[config.mk]
export PLATFORM = sky130hd
export DESIGN_NAME = garage_door_plant
export DESIGN_NICKNAME = d
export VERILOG_FILES = /design/src/rtl/garage_door_plant.sv
export SDC_FILE = /design/constraint.sdc
export NUM_CORES = 1
export LEC_CHECK = 0
export BUFFER_PORTS_ARGS = -buffer_cell sky130_fd_sc_hd__buf_2
export CORE_MARGIN = 5
export CORE_UTILIZATION = 45
export DETAILED_ROUTE_END_ITERATION = 8
export MAX_ROUTING_LAYER = met4
export PLACE_DENSITY_LB_ADDON = 0.2
export SYNTH_ARGS = -nofsm -noshare
export SYNTH_HDL_FRONTEND = slang
export SYNTH_SLANG_ARGS = --single-unit
[constraint.sdc]
create_clock -name CLK -period 4.3 [get_ports CLK]
set_clock_uncertainty 0.2 [all_clocks]
set_input_delay 0.645 -clock CLK [delete_from_list [all_inputs] [get_ports CLK]]
set_output_delay 0.645 -clock CLK [all_outputs]
set_load 0.005 [all_outputs]
[src/rtl/garage_door_plant.sv]
// Garage door mechanism model: turns motor drives into door position and limit switches,
// and flags illegal drive (both motors on) and stall (motor driven into a limit).
module garage_door_plant #(
  parameter int TRAVEL_TICKS = 100,
  parameter int STEP_DIV     = 4,
  parameter int STALL_CYC    = 8,
  parameter int POS_W        = 8
) (
  input  logic             CLK,
  input  logic             RST,
  input  logic             UP_M,
  input  logic             DN_M,
  input  logic             clr_fault,
  output logic             UP_Max,
  output logic             DN_Max,
  output logic [POS_W-1:0] position,
  output logic [2:0]       door_state,
  output logic             fault,
  output logic             stall
);

  typedef enum logic [2:0] {
    CLOSED  = 3'd0,
    OPENING = 3'd1,
    OPEN    = 3'd2,
    CLOSING = 3'd3,
    STOPPED = 3'd4,
    FAULT   = 3'd5
  } door_state_e;

  localparam int PRE_W = (STEP_DIV > 1) ? $clog2(STEP_DIV) : 1;
  localparam int CNT_W = $clog2(STALL_CYC + 1);

  localparam logic [POS_W-1:0] TOP       = POS_W'(TRAVEL_TICKS);
  localparam logic [PRE_W-1:0] PRE_LAST  = PRE_W'(STEP_DIV - 1);
  localparam logic [CNT_W-1:0] STALL_MAX = CNT_W'(STALL_CYC);

  logic [POS_W-1:0] pos_q, pos_n;
  logic [PRE_W-1:0] pre_q, pre_n, pre_base;
  logic [CNT_W-1:0] cnt_q, cnt_n;
  logic             fault_q, fault_n;
  logic             stall_q, stall_n;
  logic             prev_up_q, prev_dn_q;
  door_state_e      state_q, state_n;

  logic up, dn, illegal, reversal, move_up, move_dn, stall_cond;

  always_comb begin
    // NOTE: every always_comb output gets a default first so no path can infer a latch.
    pos_n      = pos_q;
    pre_n      = '0;
    pre_base   = '0;
    cnt_n      = '0;
    stall_n    = 1'b0;
    fault_n    = fault_q;
    state_n    = STOPPED;

    up         = UP_M & ~DN_M;
    dn         = DN_M & ~UP_M;
    illegal    = UP_M & DN_M;
    reversal   = (up & prev_dn_q) | (dn & prev_up_q);
    move_up    = ~fault_q & up & (pos_q != TOP);
    move_dn    = ~fault_q & dn & (pos_q != '0);
    stall_cond = ~fault_q & ((up & (pos_q == TOP)) | (dn & (pos_q == '0)));

    if (illegal) begin
      fault_n = 1'b1;
    end else if (fault_q && clr_fault && !UP_M && !DN_M) begin
      fault_n = 1'b0;
    end

    // A reversal edge counts as the first prescaler tick of the new direction.
    if (move_up || move_dn) begin
      pre_base = reversal ? '0 : pre_q;
      if (pre_base == PRE_LAST) begin
        pre_n = '0;
        pos_n = move_up ? pos_q + POS_W'(1) : pos_q - POS_W'(1);
      end else begin
        pre_n = pre_base + PRE_W'(1);
      end
    end

    if (stall_cond) begin
      cnt_n   = (cnt_q == STALL_MAX) ? cnt_q : cnt_q + CNT_W'(1);
      stall_n = (cnt_n == STALL_MAX);
    end

    if (fault_n)                      state_n = FAULT;
    else if (up && (pos_n != TOP))    state_n = OPENING;
    else if (dn && (pos_n != '0))     state_n = CLOSING;
    else if (pos_n == '0)             state_n = CLOSED;
    else if (pos_n == TOP)            state_n = OPEN;
    else                              state_n = STOPPED;
  end

  // NOTE: sequential state uses non-blocking assignments so all registers update together.
  always_ff @(posedge CLK or negedge RST) begin
    if (!RST) begin
      pos_q     <= '0;
      pre_q     <= '0;
      cnt_q     <= '0;
      fault_q   <= 1'b0;
      stall_q   <= 1'b0;
      prev_up_q <= 1'b0;
      prev_dn_q <= 1'b0;
      state_q   <= CLOSED;
    end else begin
      pos_q     <= pos_n;
      pre_q     <= pre_n;
      cnt_q     <= cnt_n;
      fault_q   <= fault_n;
      stall_q   <= stall_n;
      prev_up_q <= up;
      prev_dn_q <= dn;
      state_q   <= state_n;
    end
  end

  assign position   = pos_q;
  assign UP_Max     = (pos_q == TOP);
  assign DN_Max     = (pos_q == '0);
  assign door_state = state_q;
  assign fault      = fault_q;
  assign stall      = stall_q;

endmodule

==> flow_summary.toml, run 1 <==
[run_status]
status = "completed"

[logic_synthesis]
largest_family_of_logic_cells_by_synthesized_area = "simple AND/OR/NAND/NOR gates"
synth-seq-cells = 21
cell_type_contributing_the_most_total_cell_area_after_synthesis = "sky130_fd_sc_hd__dfrtp_1"
synth_simple_gate_area_share_pct = 20.65
synth-compound-area-share_pct = 16.19
area_fraction_of_the_dominant_cell_type_after_synthesis_pct = 39.07
synthesized_area_fraction_occupied_by_xor_and_xnor_cells_pct = 5.209
async_reset_ff_share_pct = 100.0
mux_cell_area_share_after_synthesis_pct = 5.674
synth.avg_cell_area_um2 = 9.818
synth_area_leaders = "sky130_fd_sc_hd__dfrtp_1, sky130_fd_sc_hd__ha_1, sky130_fd_sc_hd__mux2_2"
yosys_warnings = 0
yosys.cell_types.count = 42
synth.net_count = 152
yosys_most_used_dff = "sky130_fd_sc_hd__dfrtp_1"
synthCells = 137
syn-cell-area_um2 = 1345
post_synth_fa_ha_maj_area_fraction_pct = 9.860
synth.yosys.seq_area_share_pct = 39.07
synth_enable_flop_cells = 0

[routing]
via_per_inst = 5.693
wl_mm = 2.924
drt_first_pass_iters = 4
post_detailed_route_wirelength_per_cell_um = 15.23
dr.first_iter.drc_count = 35
vias = 1093
final_ant_viol_nets = 0
remaining_drc_errors = 0

[sta]
setup-tns-final_ps = 0
final_min_period_over_clock_period_pct = 96.31
setup_viol_count_final = 0
final-max-slew-violation-count = 0
max_freq_mhz = 241.5
hold_violations = 0
grt_setup_unrepaired = "no"
max_slew.worst_pin.slew_ps = 493.5
tmin_final_ps = 4141
slew_headroom_pct = 67.10
hold-worst-slack_ps = 64.24

[placed_design]
port_buffers = 19
replace_congestion = 0.8656
detailedPlacementHpwl_mm = 2.249

[global_routing]
grt_first_pass_wirelength_mm = 5.112
via_count_of_the_first_global_routing_pass = 1135
grt_overflow = 0
maximum_number_of_pins_on_one_net_before_global_route_repair = 22
antenna_found_initial = 0
gr-usage-all-layers_pct = 15.86

[floorplanning]
floorplan.die.width_um = 64.67
dieArea_um2 = 4182
initial_core_util_pct = 47.95
chip_height_um = 64.67
fp-row-count = 19
core_area_um2 = 2805
num_io_pins = 20

[worst_setup_path]
reg2reg_to = "door_state[0]"
worstPathCellList = "or4_4 -> o31a_1 -> or2b_1 -> fa_1 -> a211oi_1 -> or4b_2 -> o2111ai_1 -> mux2i_1 -> a21oi_2 -> or3b_1 -> a221o_1"
worst_setup_path_startpoint = "position[1]"
rrSetupSlack_ps = 160
critical_path.reg2reg.startpoint = "position[1]"
reg2regPathDepth = 11
startpoint_type = "register"
path_buf_inv = 0
worst_path_largest_cell_delay_ps = 630
required_ps = 4310
critical_path.max_fanout = 7
arrival_ps = 4150
max_stage_delay_cell_worst_path = "sky130_fd_sc_hd__or4b_2"
end_kind = "register"
worstSetupPathType = "reg2reg"
critical-path-top-delay-family = "simple AND/OR/NAND/NOR gates"

[cts]
clock-sinks = 21
tritoncts_clock_tree = "done"
ctsResizeCount = 0
htree_num_levels = 1
post-cts-setup-buffers = 0
cts.path.max_buffers = 2
cts_root_buffer = "sky130_fd_sc_hd__clkbuf_4"
path_clk_slew_ps = 130
numCtsBuffers = 3
hold_buffers = 0
clk_latency_ps = 320

[layout]
post_route_cells_drive_above_1_share_pct = 22.98
final_util_pct = 53.97
synthToLayoutAreaGrowth_pct = 12.56
num-nets-final = 177
num_antenna_cells = 0

[job]
max_cap_viol_count = 0

[pwr]
irDropWorstVdd_v = 0.0001901
power.density_cell_area_nw_per_um2 = 332.8
p_leak_nw = 0.7236

[hold_path]
worst_min_path_class = "in2async"
-- report_power, final --
group          switching (W)  internal, W  total [W]
clock network      0.0000672    0.0000348   0.000102
registers          0.0000164     0.000211   0.000228
logic              0.0000966    0.0000775   0.000174
-- logic make-up after synthesis --
family                   Yosys count
AND/OR/NAND/NOR                   50
XOR/XNOR                           8
adder cells (fa/ha/maj)           10
AO/OA/AOI/OAI                     31
buffers and inverters             10
flip-flops                        21
multiplexers                       7
-- cell usage after synthesis, drive strengths merged, types with 2 or more instances --
cell type,count
nor3b,4
nand2b,2
ha,9
nand3,4
and2,2
dfrtp,21
or3,2
and3,2
a22oi,2
xnor2,4
mux2,5
nor2,13
nor3,5
a21oi,6
o21ai,8
a31oi,2
a211oi,3
nand2,6
nor2b,3
a21o,2
o211ai,3
xor2,4
inv,8
mux2i,2
-- flip-flops by register name, indices dropped and copies added (netlist names) --
| name | cells |
|---|---|
| prev_up_q | 1 |
| prev_dn_q | 1 |
| pre_q | 2 |
| stall | 1 |
| door_state | 3 |
| fault | 1 |
| cnt_q | 4 |
| position | 8 |
-- layout make-up --
class                      instances  area (um2)
clock buffer                       3       22.52
clock inverter                     1       5.005
fill                             270        1291
inverter                           8       30.03
multi-input combinational        106       774.5
sequential                        21       525.5
tap                               31       38.79
timing repair buffer              22       117.6
-- worst reg2reg max path: cells and delay by family, from the launching register on --
family	cells	cell delay [ps]
AND/OR/NAND/NOR	4	1900
AO/OA/AOI/OAI	5	1020
flip-flops	1	480
adder cells (fa/ha/maj)	1	310
multiplexers	1	140
-- per-stage QoR --
step	total power (W)	cell area, um2	worst slack (ps)	std cells
2_1_floorplan	0.0003505	1345	328.6	137
3_3_place_gp	0.0004027	1486	249.5	188
3_5_place_dp	0.0004054	1486	192.1	188
4_1_cts	0.0005047	1514	163.8	192
5_1_grt	0.0005397	1514	1.858	192
6_report	0.0005038	1514	158.7	192
-- per-layer routing --
| layer | part of all wire, % | GRT usage [%] | up-vias |
|---|---|---|---|
| li1 | - | - | 540 |
| met1 | 45 | 20.00 | 525 |
| met2 | 49 | 25.90 | 22 |
| met3 | 3.9 | 2.936 | 6 |
| met4 | 1.4 | 5.013 | 0 |
| met5 | 0 | - | - |
-- cells in the final DEF, fill, tap and decap left out, drive strengths merged, types with 2 or more instances in the layout --
cell type	n
o21ai	8
buf	22
a211oi	3
o211ai	3
xnor2	4
nand2	6
inv	8
nand3	4
a21oi	6
mux2	5
nor3b	4
mux2i	2
a22oi	2
and2	2
a31oi	2
and3	2
xor2	4
nand2b	2
a21o	2
or3	2
dfrtp	21
nor3	5
ha	9
nor2	13
nor2b	3
clkbuf	3
-- worst max path at each step --
stage	endpoint	slack, ps	cells past startpoint
5_1_grt	door_state[0]	2	11
2_1_floorplan	door_state[0]	330	12
3_3_place_gp	door_state[0]	250	10
4_1_cts	door_state[0]	160	11
3_5_place_dp	door_state[0]	190	11
6_report	door_state[0]	160	11
Power figures use the tool's default switching activity.
==> run 2: changes to the inputs <==
CORE_ASPECT_RATIO = 0.5   (was unset)
==> run 2 against run 1 <==
  * Design area increased by 2.4%
  * Sequential power about the same
  * Largest power group unchanged
  * Worst setup slack improved by 95 ps
  * Core utilization decreased by 0.98 points
==> flow_summary.toml, run 2 (synthesized netlist as in run 1, its figures left out) <==
[layout]
largest_register_ffs = 8
postLayoutCellArea_um2 = 1550
final_cell_count_no_fill = 201
final_common_cell = "sky130_fd_sc_hd__dfrtp_1"
post_route_cells_drive_above_1_share_pct = 24.22
most_frequent_cells_in_the_layout = "sky130_fd_sc_hd__dfrtp_1, sky130_fd_sc_hd__buf_2, sky130_fd_sc_hd__nor2_1"
num_antenna_cells = 0
num-nets-final = 177
synthToLayoutAreaGrowth_pct = 15.26

[sta]
max_freq_mhz = 247.1
slew_headroom_pct = 62.20
grt_setup_unrepaired = "no"
final-max-slew-violation-count = 0
hold_violations = 0
tmin_final_ps = 4046
setup-tns-final_ps = 0
max_slew.worst_pin.slew_ps = 561.8
setup_viol_count_final = 0
final_min_period_over_clock_period_pct = 94.10

[cts]
cts_root_buffer = "sky130_fd_sc_hd__clkbuf_8"
clk_latency_ps = 270
hold_buffers = 0
numCtsBuffers = 3
clock-sinks = 21
tritoncts_clock_tree = "done"
cts.path.max_buffers = 2
path_clk_slew_ps = 90
htree_num_levels = 1

[pwr]
clkPwrFrac_pct = 25.0
power_share_of_the_sequential_group_pct = 42.8
irDropWorstVdd_v = 0.0001706
p_int_w = 0.0003542
power.density_cell_area_nw_per_um2 = 342.9
net_switching_power_w = 0.0001774
switching_share_pct = 33.37
combPwrFrac_pct = 32.3
p_leak_nw = 0.7318

[placed_design]
port_buffers = 19
detailedPlacementHpwl_mm = 2.133
place.detailed.instances = 197
placed_cell_area_um2 = 1498
replace_congestion = 0.8257

[floorplanning]
floorplan.die.width_um = 87.32
num_io_pins = 20
chip_height_um = 48.66
fp-row-count = 14
core_area_um2 = 2925
dieArea_um2 = 4249
initial_core_util_pct = 45.98

[worst_setup_path]
reg2reg_to = "door_state[0]"
reg2regPathDepth = 11
critical_path.reg2reg.startpoint = "position[1]"
worstSetupPathType = "reg2reg"
rrSetupSlack_ps = 250
worst_setup_path_startpoint = "position[1]"
startpoint_type = "register"
critical_path.max_fanout = 7
timing.critical_path.to = "door_state[0]"
required_ps = 4240
end_kind = "register"
arrival_ps = 3990

[routing]
remaining_drc_errors = 0
via_per_inst = 5.303
post_detailed_route_wirelength_per_cell_um = 13.76
drt_first_pass_iters = 4
vias = 1066
final_ant_viol_nets = 0
wl_mm = 2.766
dr.first_iter.drc_count = 71

[hold_path]
worst_min_path_class = "in2async"

[global_routing]
gr-usage-all-layers_pct = 14.74
via_count_of_the_first_global_routing_pass = 1093
maximum_number_of_pins_on_one_net_before_global_route_repair = 22
antenna_found_initial = 0
grt_overflow = 0
grt_first_pass_wirelength_mm = 4.912

[job]
max_cap_viol_count = 0

[run_status]
status = "completed"
==> run 2: area by class of cell <==
type / count / area, um2
clock buffers: 3 / 41.29
inverters: 8 / 30.03
multi-input cells: 106 / 780.7
well taps: 40 / 50.05
fillers: 276 / 1375
repair buffers: 22 / 117.6
clock inverters: 1 / 5.005
flip-flops and latches: 21 / 525.5
==> run 2: routing by layer <==
metal	global-route usage (%)	share of wire (%)
met1	17.43	48
met2	24.88	49
met3	4.576	3.2
met4	2.806	0.36
met5	-	0
==> run 2: metrics by stage <==
step                      setup slack (ps)  hold slack (ps)  total power, W  util, %
final                                253.7            124.8       0.0005316    52.99
after global placement               250.3            332.1       0.0003992    51.20
after global routing                 76.93            166.2       0.0005698    52.99
after floorplan                      328.6            149.4       0.0003505        -
after CTS                            137.0            145.2       0.0005373    52.78
after detailed placement             169.1            342.6       0.0004019    51.20
==> run 2: worst min-delay path by stage <==
| stage | end | slack [ps] | cells after the start |
|---|---|---|---|
| finish | position[4] | 120 | 1 |
| global route | position[4] | 170 | 1 |
| CTS | position[4] | 150 | 1 |
| detailed placement | pre_q[0] | 340 | 2 |
| global placement | pre_q[0] | 330 | 2 |
| floorplan | cnt_q[0] | 150 | 0 |
==> run 2: what timing repair did <==
action                                 in CTS  in global routing
setup endpoints to repair                   0                  1
resized for setup                           0                  2
setup buffers                               0                  0
endpoints found under the hold margin       0                  0
==> run 2: power groups by stage <==
stage               Sequential, W  Clock, W  Combinational [W]
global route             0.000230  0.000148           0.000192
global placement         0.000231         0           0.000168
floorplan                0.000231         0           0.000120
CTS                      0.000227  0.000139           0.000172
finish                   0.000227  0.000133           0.000172
detailed placement       0.000231         0           0.000171
==> run 2: critical path: stages, from the launching register on <==
cell                        delay, ps
sky130_fd_sc_hd__dfrtp_1          460
sky130_fd_sc_hd__or4_4            570
sky130_fd_sc_hd__o31a_1           300
sky130_fd_sc_hd__or2b_4           250
sky130_fd_sc_hd__fa_1             240
sky130_fd_sc_hd__a211oi_1         100
sky130_fd_sc_hd__or4b_2           640
sky130_fd_sc_hd__o2111ai_1        110
sky130_fd_sc_hd__mux2i_1          140
sky130_fd_sc_hd__a21oi_2          160
sky130_fd_sc_hd__or3b_1           380
sky130_fd_sc_hd__a221o_1          370
